[src/rtl/tapline_mc.sv]
// tapline_mc: multi-channel FIR tap delay line with round-robin interleave.
// Ports: clk, resetn, en, flush, d_valid, d -> q taps, q_valid, q_ch, q_primed.
module tapline_mc #(
  parameter  int WORD_WIDTH  = 16,
  parameter  int CHAIN_DEPTH = 53,
  parameter  int NUM_CH      = 2,
  localparam int CH_W   = (NUM_CH > 1) ? $clog2(NUM_CH) : 1,
  localparam int FILL_W = $clog2(CHAIN_DEPTH + 1)
) (
  input  logic                                       clk,
  input  logic                                       resetn,
  input  logic                                       en,
  input  logic                                       flush,
  input  logic                                       d_valid,
  input  logic signed [WORD_WIDTH-1:0]               d,
  output logic [CHAIN_DEPTH-1:0][WORD_WIDTH-1:0]     q,
  output logic                                       q_valid,
  output logic [CH_W-1:0]                            q_ch,
  output logic                                       q_primed
);

  // The oldest tap of a chain is only ever discarded on the next shift,
  // so each channel keeps CHAIN_DEPTH-1 words of history; the full
  // post-shift chain lives in the q snapshot.
  typedef logic [CHAIN_DEPTH-2:0][WORD_WIDTH-1:0] hist_t;
  typedef logic [CHAIN_DEPTH-1:0][WORD_WIDTH-1:0] chain_t;

  hist_t             hist [NUM_CH];
  logic [FILL_W-1:0] fill [NUM_CH];
  logic [CH_W-1:0]   ch_ptr;

  hist_t             cur_hist;
  logic [FILL_W-1:0] cur_fill;
  logic [FILL_W:0]   fill_inc;
  logic              primed_n;
  logic              acc;
  chain_t            nxt;
  logic [CH_W-1:0]   ptr_n;

  assign acc = en & d_valid & ~flush;

  always_comb begin
    cur_hist = '0;
    cur_fill = '0;
    for (int c = 0; c < NUM_CH; c++) begin
      if (ch_ptr == CH_W'(c)) begin
        cur_hist = hist[c];
        cur_fill = fill[c];
      end
    end
  end

  // One extra bit so fill+1 cannot wrap before the compare.
  assign fill_inc = {1'b0, cur_fill} + {{FILL_W{1'b0}}, 1'b1};
  assign primed_n = fill_inc >= (FILL_W + 1)'(CHAIN_DEPTH);
  assign nxt      = {cur_hist, d};
  assign ptr_n    = (ch_ptr == CH_W'(NUM_CH - 1)) ?
                    '0 : ch_ptr + {{(CH_W-1){1'b0}}, 1'b1};

  always_ff @(posedge clk or negedge resetn) begin
    if (!resetn) begin
      for (int c = 0; c < NUM_CH; c++) begin
        hist[c] <= '0;
        fill[c] <= '0;
      end
      ch_ptr   <= '0;
      q        <= '0;
      q_ch     <= '0;
      q_valid  <= 1'b0;
      q_primed <= 1'b0;
    end else if (flush) begin
      for (int c = 0; c < NUM_CH; c++) begin
        hist[c] <= '0;
        fill[c] <= '0;
      end
      ch_ptr   <= '0;
      q        <= '0;
      q_ch     <= '0;
      q_valid  <= 1'b0;
      q_primed <= 1'b0;
    end else begin
      q_valid <= acc;
      if (acc) begin
        for (int c = 0; c < NUM_CH; c++) begin
          if (ch_ptr == CH_W'(c)) begin
            hist[c] <= nxt[CHAIN_DEPTH-2:0];
            fill[c] <= primed_n ? FILL_W'(CHAIN_DEPTH)
                                : fill_inc[FILL_W-1:0];
          end
        end
        q        <= nxt;
        q_ch     <= ch_ptr;
        q_primed <= primed_n;
        ch_ptr   <= ptr_n;
      end
    end
  end

endmodule

[config.mk]
export PLATFORM = sky130hd
export DESIGN_NAME = tapline_mc
export DESIGN_NICKNAME = d
export VERILOG_FILES = /design/src/rtl/tapline_mc.sv
export SDC_FILE = /design/constraint.sdc
export NUM_CORES = 2
export LEC_CHECK = 0
export ABC_AREA = 1
export CAP_MARGIN = 20
export CORE_MARGIN = 3
export CORE_UTILIZATION = 57
export DETAILED_ROUTE_END_ITERATION = 16
export PLACE_DENSITY = 0.76
export SYNTH_ARGS = -nofsm -noshare
export SYNTH_HDL_FRONTEND = slang
export SYNTH_SLANG_ARGS = --single-unit
[constraint.sdc]
create_clock -name clk -period 3.75 [get_ports clk]
set_input_delay 0.375 -clock clk [delete_from_list [all_inputs] [get_ports clk]]
set_output_delay 0.375 -clock clk [all_outputs]
set_load 0.05 [all_outputs]
==> flow_metrics.env <==
export IMPL_path_delay_family="buffers and inverters"
export IMPL_max_slew_worst_pin_slew_ns=1.01
export IMPL_coreArea_um2=168000
export IMPL_firstDrtPassIters=8
export IMPL_cts_root_buf="clkbuf_16"
export IMPL_grt_antenna_before_repair=2
export IMPL_insertion_delay_ns=0.87
export IMPL_cp_slowest_stage_delay_ns=1.01
export IMPL_syn_inst=10100
export IMPL_synth_seq_cells=2528
export IMPL_ys_seq_area_share_pct=65.3
export IMPL_crit_buf_inv=1
export IMPL_synth_top_cell_by_area="dfrtp_1"
export IMPL_grt_pass1_wl_mm=452
export IMPL_drive_gt1_share_pct=5.91
export IMPL_grt_usage_pct=33.5
export IMPL_fill_cells=12500
export IMPL_period_share_pct=73.3
export IMPL_cts_resized=0
export IMPL_die_x_um=418
export IMPL_initial_core_util_pct=57.7
export IMPL_synth_most_common_cell="nand2_1"
export IMPL_worstHoldPathType="input port to flip-flop"
export IMPL_clockBufferDepth=3
export IMPL_routed_wirelength_mm=293
export IMPL_status="finished, final reports clean"
export IMPL_vias=77300
export IMPL_fin_tns_setup_ns=0
export IMPL_rsz0062_at_grt="no"
export IMPL_wl_per_cell_um=22.4
export IMPL_worst_slew_margin_rel_pct=32.8
export IMPL_route_detailed_drc=0
export IMPL_grt_start_max_net_pins=210
export IMPL_clock_sinks=2528
export IMPL_cts_htree_levels=4
export IMPL_syn_avg_cell_area_um2=9.62
export IMPL_clk_pin_slew_ns=0.06
export IMPL_grt_pass1_vias=74900
export IMPL_synth_area_um2=96800
export IMPL_finalClockSkew_ns=0.0366
export IMPL_p_per_area_nw_per_um2=532
export IMPL_setup_viol_count_final=0
export IMPL_syn_nets=10100
export IMPL_io_pins=872
export IMPL_ys_flop_type="dfrtp_1"
export IMPL_slowest_stage="clkdlybuf4s50_1"
export IMPL_syn_to_final_growth_pct=19.8
export IMPL_crit_type="flip-flop to output pin"
export IMPL_row_count=150
export IMPL_finish_utilization_pct=69.0
export IMPL_ys_types=28
export IMPL_cp_required_ns=3.38
export IMPL_yosysWarnings=0
export IMPL_cts_tree="built"
export IMPL_leakagePower_uw=0.0507
export IMPL_io_buffer_count=871
export IMPL_finalMaxSlewViolations=0
export IMPL_antenna_cells=0
export IMPL_crit_arrival_ns=2.37
export IMPL_worstSetupStartpointType="flip-flop"
export IMPL_gp_congestion=0.901
export IMPL_drt_iter0_markers=8815
export IMPL_path_cells="clkdlybuf4s50_1"
export IMPL_async_flop_share_pct=100
export IMPL_final_nets=10700
export IMPL_synthTopCellsByCount="3386 x nand2_1, 2528 x dfrtp_1, 1638 x o21ai_1, 821 x nor2_1, 809 x a31oi_1"
export IMPL_synth_top_area_share_pct=65.3
export IMPL_grt_overflow=0
export IMPL_dp_hpwl_mm=201
export IMPL_die_y_um=418
export IMPL_ant_nets=0
export IMPL_numCtsBuffers=240
export IMPL_ys_top_cells_by_area="dfrtp_1 65%, nand2_1 13%, o21ai_1 8.5%"
export IMPL_period_needed_ns=2.75
export IMPL_fmax_mhz=364
export IMPL_critPathMaxFanout=2
export IMPL_detail_route_vias_per_cell=5.91
export IMPL_finalHoldViolations=0
export IMPL_ir_drop_mv=0.499
export IMPL_setup_worst_path_end_class="output pin"
export IMPL_cap_violations=0
export IMPL_synth_edf_count=0
export IMPL_die_area_um2=175000
[final timing paths]
path | from | end | slack, ns | cells after the start
hold reg to reg | hist[42] | hist[42] | 0.49 | 2
max in group asynchronous | resetn | q[386] | 2.24 | 3
hold / removal | d[10] | q[10] | 0.09 | 3
setup / recovery | q[818] | q[818] | 1.00 | 1
min in group asynchronous | resetn | hist[176] | 0.19 | 2
setup reg to reg | ch_ptr | q[357] | 1.18 | 6
[layer usage]
| metal | up-vias | global-route usage (%) | share of wire [%] |
|---|---|---|---|
| met1 | 38400 | 45.9 | 40 |
| met2 | 3385 | 48.9 | 44 |
| met5 | - | 0 | 0.0092 |
| li1 | 34800 | - | - |
| met3 | 692 | 5.61 | 7.5 |
| met4 | 4 | 23.7 | 8.6 |
[power by group]
| part | internal (uW) | switching (uW) | total [uW] |
|---|---|---|---|
| clock network | 14200 | 10400 | 24700 |
| logic | 2180 | 6080 | 8260 |
| registers | 28000 | 705 | 28700 |
| total | 44400 | 17200 | 61600 |
[layout by cell type (no fill, tap or decap), types with 14 or more instances in the layout]
master	Yosys	layout
a22oi_1	22	22
o21ai_1	1638	1638
dfrtp_1	2528	2528
clkbuf_16	0	246
inv_1	18	18
clkbuf_8	0	65
bufinv_16	0	14
clkdlybuf4s50_1	0	870
clkinv_2	0	43
o21ai_0	56	56
buf_12	0	107
a31oi_1	809	809
nand2_1	3386	3386
buf_4	77	143
nor2_1	821	821
clkbuf_1	233	59
[final cells by class]
class	instances	area [um^2]	area share (%)
Clock inverter	71	810	0.698
Sequential cell	2528	63300	54.5
Tap cell	2204	2760	2.38
Inverter	23	118	0.101
Timing Repair Buffer	1122	12000	10.3
Multi-Input combinational cell	6770	29800	25.7
Clock buffer	370	7270	6.27
[stage by stage]
step,setup WS [ns],instance area [um^2],total power [uW],cells,hold slack (ns)
6_report,1.00,116000,61600,13100,0.0855
5_1_grt,0.985,116000,63500,13100,0.101
4_1_cts,0.931,116000,61900,13100,0.0232
3_5_place_dp,0.629,108000,37400,12600,0.460
3_3_place_gp,0.635,108000,37300,12600,0.448
2_1_floorplan,1.86,96800,33900,10100,0.0794
[repair_timing]
item,4_1_cts,5_1_grt
setup buffers,0,0
hold buffers,1,0
hold endpoints to repair,83,0
[logic make-up after synthesis]
kind of cell / share of synthesized area, %
adders and majority gates: 0.0258
AOI/OAI and AO/OA: 14.3
DFF: 65.3
and+or+nand+nor: 16.5
buffers and inverters: 3.91
[registers in the layout, summed over array words and instances, names as in the netlist]
| signal | count |
|---|---|
| ch_ptr | 1 |
| q_ch | 1 |
| q_valid | 1 |
| fill | 12 |
| q | 848 |
| hist | 1664 |
| q_primed | 1 |
Note: power is estimated with default switching activity, not from simulation.
